## config.mk

```make
export PLATFORM = sky130hd
export DESIGN_NAME = uart_data_reader_flat
export DESIGN_NICKNAME = d
export VERILOG_FILES = /design/src/rtl/uart_data_reader_if.sv /design/src/rtl/uart_data_reader.sv /design/src/flat_wrapper.sv
export SDC_FILE = /design/constraint.sdc
export NUM_CORES = 1
export LEC_CHECK = 0
export ABC_AREA = 1
export BUFFER_PORTS_ARGS = -buffer_cell sky130_fd_sc_hd__buf_2
export CORE_ASPECT_RATIO = 1.1
export CORE_MARGIN = 2
export CORE_UTILIZATION = 45
export DETAILED_ROUTE_END_ITERATION = 8
export HOLD_SLACK_MARGIN = 0.1
export MAX_ROUTING_LAYER = met4
export PLACE_DENSITY_LB_ADDON = 0.15
export SYNTH_ARGS = -nofsm -noshare
export SYNTH_HDL_FRONTEND = slang
export SYNTH_SLANG_ARGS = --single-unit
```

## constraint.sdc

```tcl
create_clock -name clk -period 1.7 [get_ports clk]
set_clock_uncertainty 0.2 [all_clocks]
set_input_delay 0.17 -clock clk [delete_from_list [all_inputs] [get_ports clk]]
set_output_delay 0.17 -clock clk [all_outputs]
set_load 0.02 [all_outputs]
```

## src/rtl/uart_data_reader_if.sv

```systemverilog
// Bus between the memory-to-UART reader, the sample memory read port and the
// UART transmitter handshake.
interface uart_data_reader_if #(
   parameter int ADDR_WIDTH = 16
);
   logic                  Ren;
   logic [ADDR_WIDTH-1:0] Addr;
   logic [7:0]            Din;
   logic [7:0]            Tx_data;
   logic                  Tx_start;
   logic                  Tx_done;

   // The reader drives the memory read request and the transmitter byte
   modport master (
      output Ren, Addr, Tx_data, Tx_start,
      input  Din, Tx_done
   );

   // Memory and transmitter side
   modport slave (
      input  Ren, Addr, Tx_data, Tx_start,
      output Din, Tx_done
   );
endinterface

```

## src/rtl/uart_data_reader.sv

```systemverilog
// Streams sample memory addresses 0..LAST_ADDR to the UART transmitter, one
// byte per Tx_start/Tx_done handshake, and raises fin after the last byte.
// All outputs are registered; each one is loaded from the next state so it is
// valid in the same cycle the FSM enters the matching state.
module uart_data_reader #(
   parameter int                    ADDR_WIDTH = 16,
   parameter logic [ADDR_WIDTH-1:0] LAST_ADDR  = 16'hFFFF
) (
   input  logic               clk,
   input  logic               rst,
   input  logic               start,
   output logic               fin,
   uart_data_reader_if.master bus
);

   typedef enum logic [2:0] {
      S_IDLE,
      S_READ,
      S_WAIT_MEM,
      S_LOAD,
      S_SEND,
      S_WAIT_TX,
      S_DONE
   } state_t;

   state_t                state_q, state_d;
   logic                  ren_q, ren_d;
   logic                  tx_start_q, tx_start_d;
   logic                  fin_q, fin_d;
   logic [ADDR_WIDTH-1:0] addr_q, addr_d;
   logic [7:0]            tx_data_q, tx_data_d;

   logic                  last_byte;

   assign last_byte = (addr_q == LAST_ADDR);

   // State and output registers; reset aborts any byte in flight at once
   always_ff @(posedge clk or posedge rst) begin
      if (rst) begin
         state_q    <= S_IDLE;
         ren_q      <= 1'b0;
         tx_start_q <= 1'b0;
         fin_q      <= 1'b0;
         addr_q     <= '0;
         tx_data_q  <= '0;
      end else begin
         state_q    <= state_d;
         ren_q      <= ren_d;
         tx_start_q <= tx_start_d;
         fin_q      <= fin_d;
         addr_q     <= addr_d;
         tx_data_q  <= tx_data_d;
      end
   end

   // Next-state: fixed read/load/send sequence, then wait on the transmitter
   always_comb begin
      state_d = state_q;
      case (state_q)
         S_IDLE:     if (start) state_d = S_READ;
         S_READ:     state_d = S_WAIT_MEM;
         S_WAIT_MEM: state_d = S_LOAD;
         S_LOAD:     state_d = S_SEND;
         S_SEND:     state_d = S_WAIT_TX;
         S_WAIT_TX:  if (bus.Tx_done) state_d = last_byte ? S_DONE : S_READ;
         S_DONE:     if (start) state_d = S_READ;
         default:    state_d = S_IDLE;
      endcase
   end

   // Output/datapath next values; strobes decode the state being entered
   always_comb begin
      ren_d      = (state_d == S_READ);
      tx_start_d = (state_d == S_SEND);
      fin_d      = (state_d == S_DONE);
      addr_d     = addr_q;
      tx_data_d  = tx_data_q;
      case (state_q)
         S_IDLE, S_DONE: begin
            if (start) addr_d = '0;
         end
         S_WAIT_MEM: begin
            tx_data_d = bus.Din;
         end
         S_WAIT_TX: begin
            // Increment only below LAST_ADDR, so Addr can never wrap
            if (bus.Tx_done && !last_byte) addr_d = addr_q + ADDR_WIDTH'(1);
         end
         default: begin
         end
      endcase
   end

   assign bus.Ren      = ren_q;
   assign bus.Addr     = addr_q;
   assign bus.Tx_data  = tx_data_q;
   assign bus.Tx_start = tx_start_q;
   assign fin          = fin_q;

endmodule

```

## src/flat_wrapper.sv

```systemverilog
// flat-port wrapper written by rule: the top's interface ports become plain ports
module uart_data_reader_flat 
#(
   parameter int                    ADDR_WIDTH = 16,
   parameter logic [ADDR_WIDTH-1:0] LAST_ADDR  = 16'hFFFF
)
  (clk, rst, start, fin, bus_Ren, bus_Addr, bus_Tx_data, bus_Tx_start, bus_Din, bus_Tx_done);
  uart_data_reader_if #(.ADDR_WIDTH(ADDR_WIDTH)) bus_i ();
  input  logic clk;
  input  logic rst;
  input  logic start;
  output logic fin;
  output wire logic [$bits(bus_i.Ren)-1:0] bus_Ren;
  output wire logic [$bits(bus_i.Addr)-1:0] bus_Addr;
  output wire logic [$bits(bus_i.Tx_data)-1:0] bus_Tx_data;
  output wire logic [$bits(bus_i.Tx_start)-1:0] bus_Tx_start;
  input wire logic [$bits(bus_i.Din)-1:0] bus_Din;
  input wire logic [$bits(bus_i.Tx_done)-1:0] bus_Tx_done;
  assign bus_Ren = bus_i.Ren;
  assign bus_Addr = bus_i.Addr;
  assign bus_Tx_data = bus_i.Tx_data;
  assign bus_Tx_start = bus_i.Tx_start;
  assign bus_i.Din = bus_Din;
  assign bus_i.Tx_done = bus_Tx_done;
  uart_data_reader #(.ADDR_WIDTH(ADDR_WIDTH), .LAST_ADDR(LAST_ADDR)) u_core (.clk(clk), .rst(rst), .start(start), .fin(fin), .bus(bus_i));
endmodule
```

==> results of run 1 <==
critical path, cell delays in order (launching register included):
cell     delay [ps]
dfrtp_2         390
ha_4            170
nand3_4         110
nor2_4          140
nand3_2         110
nand3_4         140
nand2_8         110
nand2_1          90
nand2_1          50
logic make-up after synthesis:
logic type,after synthesis,share of synthesized area (%)
and+or+nand+nor,141,37.0
xor gates and xnor gates,6,3.10
adders and majority gates,1,0.739
DFF,30,44.3
muxes,8,5.32
buffers and inverters,22,5.84
AOI/OAI and AO/OA,10,3.70
area by class of cell:
| cell class | instances | area (sq um) | area share [%] |
|---|---|---|---|
| inverter | 17 | 63.8 | 2.73 |
| multi-input combinational | 166 | 875 | 37.4 |
| tap | 50 | 62.6 | 2.68 |
| timing repair buffer | 72 | 480 | 20.6 |
| sequential | 30 | 759 | 32.5 |
| clock inverter | 2 | 12.5 | 0.536 |
| clock buffer | 6 | 82.6 | 3.54 |
repair_timing:
item / in CTS / in global routing
hold endpoints to repair: 43 / 0
hold buffers: 11 / 0
resized for setup: 0 / 10
buffers inserted: 0 / 3
setup endpoints to repair: 0 / 17
stage by stage:
step	hold slack, ps	worst slack [ps]
after global placement	65.1	94.4
after global routing	329	-13.4
final	303	81.9
after detailed placement	75.8	49.6
after floorplan	60.5	-25.9
after CTS	304	41.5
cell usage after synthesis, drive strengths merged, types with 2 or more instances:
library cell,instances
a21oi,2
buf,4
nand2,72
nand3,26
xor2,2
nor2,35
mux2,8
o21bai,3
nand4,6
dfrtp,30
o21ai,4
xnor2,4
inv,17
power by group:
part           switching (mW)  leakage, nW  internal [mW]
clock network           0.280       0.0472          0.325
logic                   0.692        0.706          0.421
registers               0.103        0.382          0.892
total                    1.07         1.13           1.64
path summary, 6_finish.rpt:
kind	slack (ps)	depth (start not counted)	from	to
max	80	8	u_core.bus.Addr[0]$_DFFE_PP0P_	u_core.bus.Addr[5]$_DFFE_PP0P_
max in group asynchronous	680	4	rst	u_core.bus.Addr[5]$_DFFE_PP0P_
min	300	1	u_core.bus.Tx_data[1]$_DFFE_PP0P_	u_core.bus.Tx_data[1]$_DFFE_PP0P_
max reg2reg	80	8	u_core.bus.Addr[0]$_DFFE_PP0P_	u_core.bus.Addr[5]$_DFFE_PP0P_
min reg2reg	300	1	u_core.bus.Tx_data[1]$_DFFE_PP0P_	u_core.bus.Tx_data[1]$_DFFE_PP0P_
min in group asynchronous	310	4	rst	u_core.bus.Addr[15]$_DFFE_PP0P_
routing by layer:
metal,global-route usage [%],vias to the layer above
met5,-,-
met4,8.89,0
met3,5.26,4
met2,38.6,33
met1,24.5,769
li1,-,850
flip-flops by register name, indices dropped and copies added, names as in the netlist:
signal	count
u_core.fin	1
u_core.state_q	3
u_core.bus.Tx_start	1
u_core.bus.Tx_data	8
u_core.bus.Addr	16
u_core.bus.Ren	1
==> flow_summary.yaml, run 1 <==
die:
  die-area_sq_mm: 0.00427
  width_of_the_die_microns: 62.5
  die_height_microns: 68.3
  placeableCoreArea_sq_mm: 0.00363
  rows: 23
  num_io_pins: 39
  start_util_pct: 46.7
synth:
  most_used_dff_post_synth: "dfrtp_1"
  synth_async_sr_flop_share_pct: 100
  ys_top_cells_by_area: "dfrtp_1 (44%), nand2_1 (16%), nor2_1 (7.5%), nand3_1 (6.8%), mux2_2 (5.3%)"
  post_synthesis_cell_count: 218
  synth_edf_count: 0
  synth_area_leader_cell: "dfrtp_1"
  syn-mean-instance-area_sq_um: 7.77
  synth.ff_latch_count: 30
  ys_warn_count: 0
  post_synth_instance_area_sq_mm: 0.00169
  synth.lib_cells_used.distinct: 25
  synthesis.nets: 231
  netlist.area_leader.share_pct: 44.3
  synth_seq_area_share_pct: 44.3
cts:
  clkSlewWorstSetupHoldPaths_ps: 70
  numCtsBuffers: 5
  cts.root.buffer_cell: "clkbuf_8"
  cts-htree-levels: 2
  cts.sinks: 30
  cts_tree: "built"
  cts-root-to-sink-buffers: 2
  worstSkewPairLatency_ps: 280
worst_setup_path:
  critical_path_required_ps: 1670
  worst_setup_path_start_kind: "register"
  crit_fanout: 15
  timing_worst_setup_path_type: "register to register"
  critPathCaptureType: "register"
  data_arrival_critical_path_ps: 1590
routing:
  post-route-drc-count: 0
  top_signal_layer_used: "met4"
  drt.antenna.violating_nets: 0
  via_total_after_detailed_routing: 1656
  detail_route.iter0.violations: 65
  avgViaCountPerCell: 4.83
  drt-met1-wl_microns: 1880
  wl_met2_microns: 2130
  drt-pass1-iter-count: 4
  drt_wl_cell_microns: 12.1
  wl_microns: 4170
  route.met3.wl_microns: 137
finish:
  antennaDiodeCount: 0
  final_instance_area_sq_mm: 0.00234
  mostFrequentLayoutCells: "nand2_1 (70), buf_2 (38), nor2_1 (31)"
  syn_to_final_growth_pct: 38.0
  drive_gt1_share_pct: 32.4
  fillerInstances: 330
  mostFrequentLayoutCell: "nand2_1"
  non_filler_instance_count_after_layout: 343
  finalCoreUtilization_pct: 64.4
  design.final.nets: 305
power:
  leakagePower_nw: 1.13
  ir_worst_vdd_v: 0.000921
  finalPower_mw: 2.71
  powerDensity_mw_per_mm2: 1160
place:
  place.port_buffers: 38
  post-place-cells: 321
  post-dp-hpwl_microns: 3050
  gp_congestion: 0.948
  place_area_sq_mm: 0.00208
sta:
  timing.setup.tns_ps: 0
  timing.max_slew.rel_slack_pct: 74.5
  min_period_ps: 1620
  setup_violations: 0
  slew_viol_final: 0
  finalHoldViolCount: 0
  final_min_period_over_clock_period_pct: 95.2
  worst-slew-pin-transition_ps: 382
  fmaxAchievable_mhz: 618
global_route:
  grt_pass1_wl_microns: 7080
  groute.usage.overall_pct: 22.0
  overall_overflow_remaining_after_global_route: 0
  grt_max_degree: 31
  first_global_vias: 1652
  antenna_violations_before_repair: 0
status:
  result_of_the_run: "finished, final reports clean"
job:
  max_cap_violations: 0
worst_hold_path:
  holdCritPathClass: "register to register"
Power figures use the tool's default switching activity.
==> run 2, diff against run 1 <==
--- a/config.mk
+++ b/config.mk
@@ -6,7 +6,7 @@
 export NUM_CORES = 1
 export LEC_CHECK = 0
 export ABC_AREA = 1
-export BUFFER_PORTS_ARGS = -buffer_cell sky130_fd_sc_hd__buf_2
+export BUFFER_PORTS_ARGS = -buffer_cell sky130_fd_sc_hd__buf_4
 export CORE_ASPECT_RATIO = 1.1
 export CORE_MARGIN = 2
 export CORE_UTILIZATION = 45
==> run 2 against run 1 <==
Clock power decreased by 2%. First-iteration DRC count increased by 7.7%. Combinational power increased by 9%. Core utilization increased by 2.3 points. Non-clock buffer count unchanged. Die area unchanged. Global-route usage increased by 0.52 points. Fmax increased by 0.62%. Via count increased by 0.24%. Count of clock-buffer cells in the layout decreased by 1. Critical endpoint unchanged. Highest routed layer unchanged.
==> flow_summary.yaml, run 2 (synthesis results as in run 1) <==
sta:
  setup_repair_after_global_routing_missed_its_margin: "yes"
  finalWorstSetupSlack_ps: 91.8
  final_min_period_over_clock_period_pct: 94.6
  setup_violations: 0
  timing.setup.tns_ps: 0
  timing.max_slew.rel_slack_pct: 73.9
  worst-slew-pin-transition_ps: 391
  min_period_ps: 1610
  fmaxAchievable_mhz: 622
  slew_viol_final: 0
  finalHoldViolCount: 0
place:
  dpl_worst_slack_ps: 58.4
  gp_congestion: 0.881
  place.port_buffers: 38
  post-dp-hpwl_microns: 3050
  place_area_sq_mm: 0.00219
cts:
  cts_tree: "built"
  cts-htree-levels: 2
  cts-root-to-sink-buffers: 2
  worstSkewPairLatency_ps: 290
  numCtsBuffers: 5
  cts.root.buffer_cell: "clkbuf_8"
  clkSlewWorstSetupHoldPaths_ps: 80
  cts.sinks: 30
job:
  max_cap_violations: 0
global_route:
  groute.usage.overall_pct: 22.5
  antenna_violations_before_repair: 0
  grt_max_degree: 31
  overall_overflow_remaining_after_global_route: 0
  first_global_vias: 1602
  grt_pass1_wl_microns: 7090
finish:
  drive_gt1_share_pct: 31.4
  fillerInstances: 334
  design.final.nets: 305
  final_instance_area_sq_mm: 0.00242
  mostFrequentLayoutCells: "nand2_1 (71), buf_4 (59), nor2_1 (32)"
  mostFrequentLayoutCell: "nand2_1"
  syn_to_final_growth_pct: 42.9
  antennaDiodeCount: 0
  largest_register_ffs: 16
worst_setup_path:
  data_arrival_critical_path_ps: 1580
  critPathCaptureType: "register"
  worst_setup_path_start_kind: "register"
  crit_fanout: 15
  timing_worst_setup_path_type: "register to register"
  critical_path_required_ps: 1680
die:
  die-area_sq_mm: 0.00427
  die_height_microns: 68.3
  start_util_pct: 46.7
  num_io_pins: 39
  rows: 23
  width_of_the_die_microns: 62.5
  placeableCoreArea_sq_mm: 0.00363
routing:
  detail_route.iter0.violations: 70
  post-route-drc-count: 0
  drt-pass1-iter-count: 4
  drt_wl_cell_microns: 12.5
  wl_microns: 4290
  avgViaCountPerCell: 4.84
  via_total_after_detailed_routing: 1660
  drt.antenna.violating_nets: 0
power:
  leakagePower_nw: 1.15
  powerDensity_mw_per_mm2: 1160
  ir_worst_vdd_v: 0.000800
worst_hold_path:
  holdCritPathClass: "register to register"
status:
  result_of_the_run: "finished, final reports clean"
==> run 2: cell types whose count changed in the layout (fill, tap and decap cells not counted), sizes merged <==
cell and delta:
clkbuf -1, clkinv +1
==> run 2: worst max-delay path, stage by stage, from the launching register on <==
cell	delay [ps]
dfrtp_2	380
ha_4	170
nand3_4	110
nor2_4	130
nand3_2	110
nand3_4	140
nand2_8	110
nand2_1	80
nand2_1	50
==> run 2: area by class of cell <==
cell class              count  area (sq um)  area share, %
multi-input cells         166           870           35.9
clock inverters             3          21.3          0.879
well taps                  50          62.6           2.59
repair buffers             72           576           23.8
flip-flops and latches     30           758           31.3
clock buffers               5          68.8           2.84
inverters                  17          63.8           2.64
==> run 2: layer usage <==
layer	vias up	global-route usage [%]	share of wire [%]
met5	-	-	0
met4	0	9.44	1.9
met3	10	4.77	3.3
met2	32	39.1	50
met1	774	25.6	45
li1	844	-	-
==> run 2: where the power goes <==
| group | total (mW) | switching [mW] | internal [mW] |
|---|---|---|---|
| clock network | 0.594 | 0.307 | 0.287 |
| logic | 1.21 | 0.703 | 0.506 |
| registers | 1.00 | 0.113 | 0.892 |
| total | 2.81 | 1.12 | 1.68 |
==> run 2: worst paths after layout <==
check,startpoint,end,slack [ps],cells past startpoint
max in group asynchronous,rst,u_core.bus.Addr[5]$_DFFE_PP0P_,660,4
worst max register to register,u_core.bus.Addr[1]$_DFFE_PP0P_,u_core.bus.Addr[5]$_DFFE_PP0P_,90,8
worst max-delay path,u_core.bus.Addr[1]$_DFFE_PP0P_,u_core.bus.Addr[5]$_DFFE_PP0P_,90,8
worst min-delay path,u_core.bus.Tx_data[6]$_DFFE_PP0P_,u_core.bus.Tx_data[6]$_DFFE_PP0P_,310,1
min in group asynchronous,rst,u_core.bus.Addr[8]$_DFFE_PP0P_,320,4
worst min register to register,u_core.bus.Tx_data[6]$_DFFE_PP0P_,u_core.bus.Tx_data[6]$_DFFE_PP0P_,310,1
==> run 2: metrics by stage <==
stage	power [mW]	cells	hold slack, ps	util, %
finish	2.81	343	311	66.7
CTS	2.77	342	311	65.9
global route	2.97	343	320	66.7
floorplan	1.76	218	60.5	-
detailed placement	2.17	323	86.0	60.4
global placement	2.14	323	73.4	60.4
==> run 2: timing repair <==
| action | in CTS | in global routing |
|---|---|---|
| endpoints found under the setup margin | 0 | 15 |
| hold endpoints to repair | 45 | 0 |
| resized for setup | 0 | 8 |
| hold buffers | 11 | 0 |
| buffers inserted | 0 | 1 |
==> run 3, diff against run 2 <==
--- a/config.mk
+++ b/config.mk
@@ -6,11 +6,11 @@
 export NUM_CORES = 1
 export LEC_CHECK = 0
 export ABC_AREA = 1
-export BUFFER_PORTS_ARGS = -buffer_cell sky130_fd_sc_hd__buf_4
 export CORE_ASPECT_RATIO = 1.1
 export CORE_MARGIN = 2
 export CORE_UTILIZATION = 45
 export DETAILED_ROUTE_END_ITERATION = 8
+export DONT_BUFFER_PORTS = 1
 export HOLD_SLACK_MARGIN = 0.1
 export MAX_ROUTING_LAYER = met4
 export PLACE_DENSITY_LB_ADDON = 0.15
==> run 3 against run 2 <==
Clock power grew 5.2%. Non-clock buffer count shrank 28. Register-to-register slack lost 70 ps. Design area shrank 5.4%. Via count shrank 0.96%. Global-route usage grew 0.22 points. Total power shrank 1.9%. First-iteration DRC count grew 41%. Wire length grew 4.8%. Sequential power grew 19%. Largest power group is now registers.
==> flow_summary.yaml, run 3 (synthesis results as in run 1) <==
sta:
  setup_violations: 0
  worst-slew-pin-transition_ps: 365
  finalWorstSetupSlack_ps: 24.7
  setup_repair_after_global_routing_missed_its_margin: "yes"
  final_min_period_over_clock_period_pct: 98.5
  finalHoldViolCount: 0
  min_period_ps: 1680
  timing.max_slew.rel_slack_pct: 75.4
  fmaxAchievable_mhz: 597
  slew_viol_final: 0
global_route:
  overall_overflow_remaining_after_global_route: 0
  grt_pass1_wl_microns: 7190
  antenna_violations_before_repair: 0
  grt_max_degree: 31
  groute.usage.overall_pct: 22.7
  first_global_vias: 1632
finish:
  mostFrequentLayoutCells: "nand2_1 (63), buf_4 (30), nor2_1 (29)"
  syn_to_final_growth_pct: 35.3
  mostFrequentLayoutCell: "nand2_1"
  antennaDiodeCount: 0
  fillerInstances: 334
  largest_register_ffs: 16
  design.final.nets: 278
  drive_gt1_share_pct: 30.1
routing:
  drt.antenna.violating_nets: 0
  wl_microns: 4500
  drt_wl_cell_microns: 14.2
  detail_route.iter0.violations: 99
  avgViaCountPerCell: 5.20
  post-route-drc-count: 0
  drt-pass1-iter-count: 5
  via_total_after_detailed_routing: 1644
power:
  cellInternalPower_mw: 1.58
  net-switching-power_mw: 1.17
  finalPower_mw: 2.75
  clock_power_share_pct: 22.7
  ir_worst_vdd_v: 0.00101
  leakagePower_nw: 1.03
  power.combinational.fraction_pct: 34.3
  powerDensity_mw_per_mm2: 1200
  seq_pwr_share_pct: 43.0
  swShare_pct: 42.6
worst_setup_path:
  critPathCaptureType: "register"
  worst_setup_path_start_kind: "register"
  crit_fanout: 8
  rr_worst_depth: 8
  timing_worst_setup_path_type: "register to register"
  data_arrival_critical_path_ps: 1650
  regToRegSetupSlack_ps: 20
  critical_path_required_ps: 1680
cts:
  cts_tree: "built"
  cts.root.buffer_cell: "clkbuf_8"
  clkSlewWorstSetupHoldPaths_ps: 80
  worstSkewPairLatency_ps: 290
  cts-root-to-sink-buffers: 2
  cts-htree-levels: 2
  cts.sinks: 30
  numCtsBuffers: 5
die:
  num_io_pins: 39
  placeableCoreArea_sq_mm: 0.00363
  width_of_the_die_microns: 62.5
  die-area_sq_mm: 0.00427
  rows: 23
  start_util_pct: 46.7
  die_height_microns: 68.3
place:
  place.port_buffers: 0
  gp_congestion: 0.937
  dpl_worst_slack_ps: 46.0
  post-dp-hpwl_microns: 3010
worst_hold_path:
  holdCritPathClass: "input pin to asynchronous set/reset pin"
status:
  result_of_the_run: "finished, final reports clean"
job:
  max_cap_violations: 0
## run 3: routing by layer
metal	up-vias	wire [microns]	GRT usage, %
li1	797	-	-
met1	795	1770	23.1
met2	47	2400	41.5
met3	5	269	6.74
met4	0	57	9.72
met5	-	0	-
## run 3: area by class of cell
cell class	count	area [sq um]	area share, %
Multi-Input combinational cell	167	942	41.1
Sequential cell	30	757	33.1
Timing Repair Buffer	44	369	16.1
Clock buffer	6	82.6	3.61
Inverter	17	63.8	2.79
Tap cell	50	62.6	2.73
Clock inverter	2	12.5	0.546
## run 3: timing repair
action	in CTS	in global routing
gates resized for setup	0	25
endpoints found under the setup margin	0	17
buffers inserted	0	5
hold buffers	11	0
hold endpoints to repair	59	0
## run 3: worst paths after layout
kind                                                      from                              end
worst max-delay path            u_core.bus.Addr[0]$_DFFE_PP0P_   u_core.bus.Addr[9]$_DFFE_PP0P_
worst min-delay path                                       rst  u_core.bus.Addr[13]$_DFFE_PP0P_
worst max register to register  u_core.bus.Addr[0]$_DFFE_PP0P_   u_core.bus.Addr[9]$_DFFE_PP0P_
worst min register to register     u_core.state_q[2]$_DFF_PP0_    u_core.bus.Tx_start$_DFF_PP0_
max in group asynchronous                                  rst   u_core.bus.Addr[1]$_DFFE_PP0P_
min in group clk                   u_core.state_q[2]$_DFF_PP0_    u_core.bus.Tx_start$_DFF_PP0_
## run 3: critical path: stages, from the launching register on
cell and delay (ps):
dfrtp_2 390, ha_4 160, nand3_4 100, nor2_4 160, nand3_4 90, nand3_4 210
nand2_4 120, nand2_1 90, nand2_1 50
## run 3: metrics by stage
step                setup TNS, ps  area [sq um]  hold slack (ps)  std cells  util [%]
global route                 -548          2290              234        316      63.1
CTS                             0          2150              209        310      59.4
floorplan                    -228          1710             60.5        218         -
detailed placement              0          1950            -36.2        291      53.7
global placement                0          1950            -43.8        291      53.7
finish                          0          2290              186        316      63.1
## run 3: power by group through the flow
stage / sequential [mW] / clock (mW) / combinational (mW)
floorplan: 1.16 / 0 / 0.606
global placement: 1.18 / 0 / 0.726
detailed placement: 1.18 / 0 / 0.762
CTS: 1.17 / 0.623 / 0.784
global route: 1.21 / 0.654 / 1.03
finish: 1.19 / 0.625 / 0.944
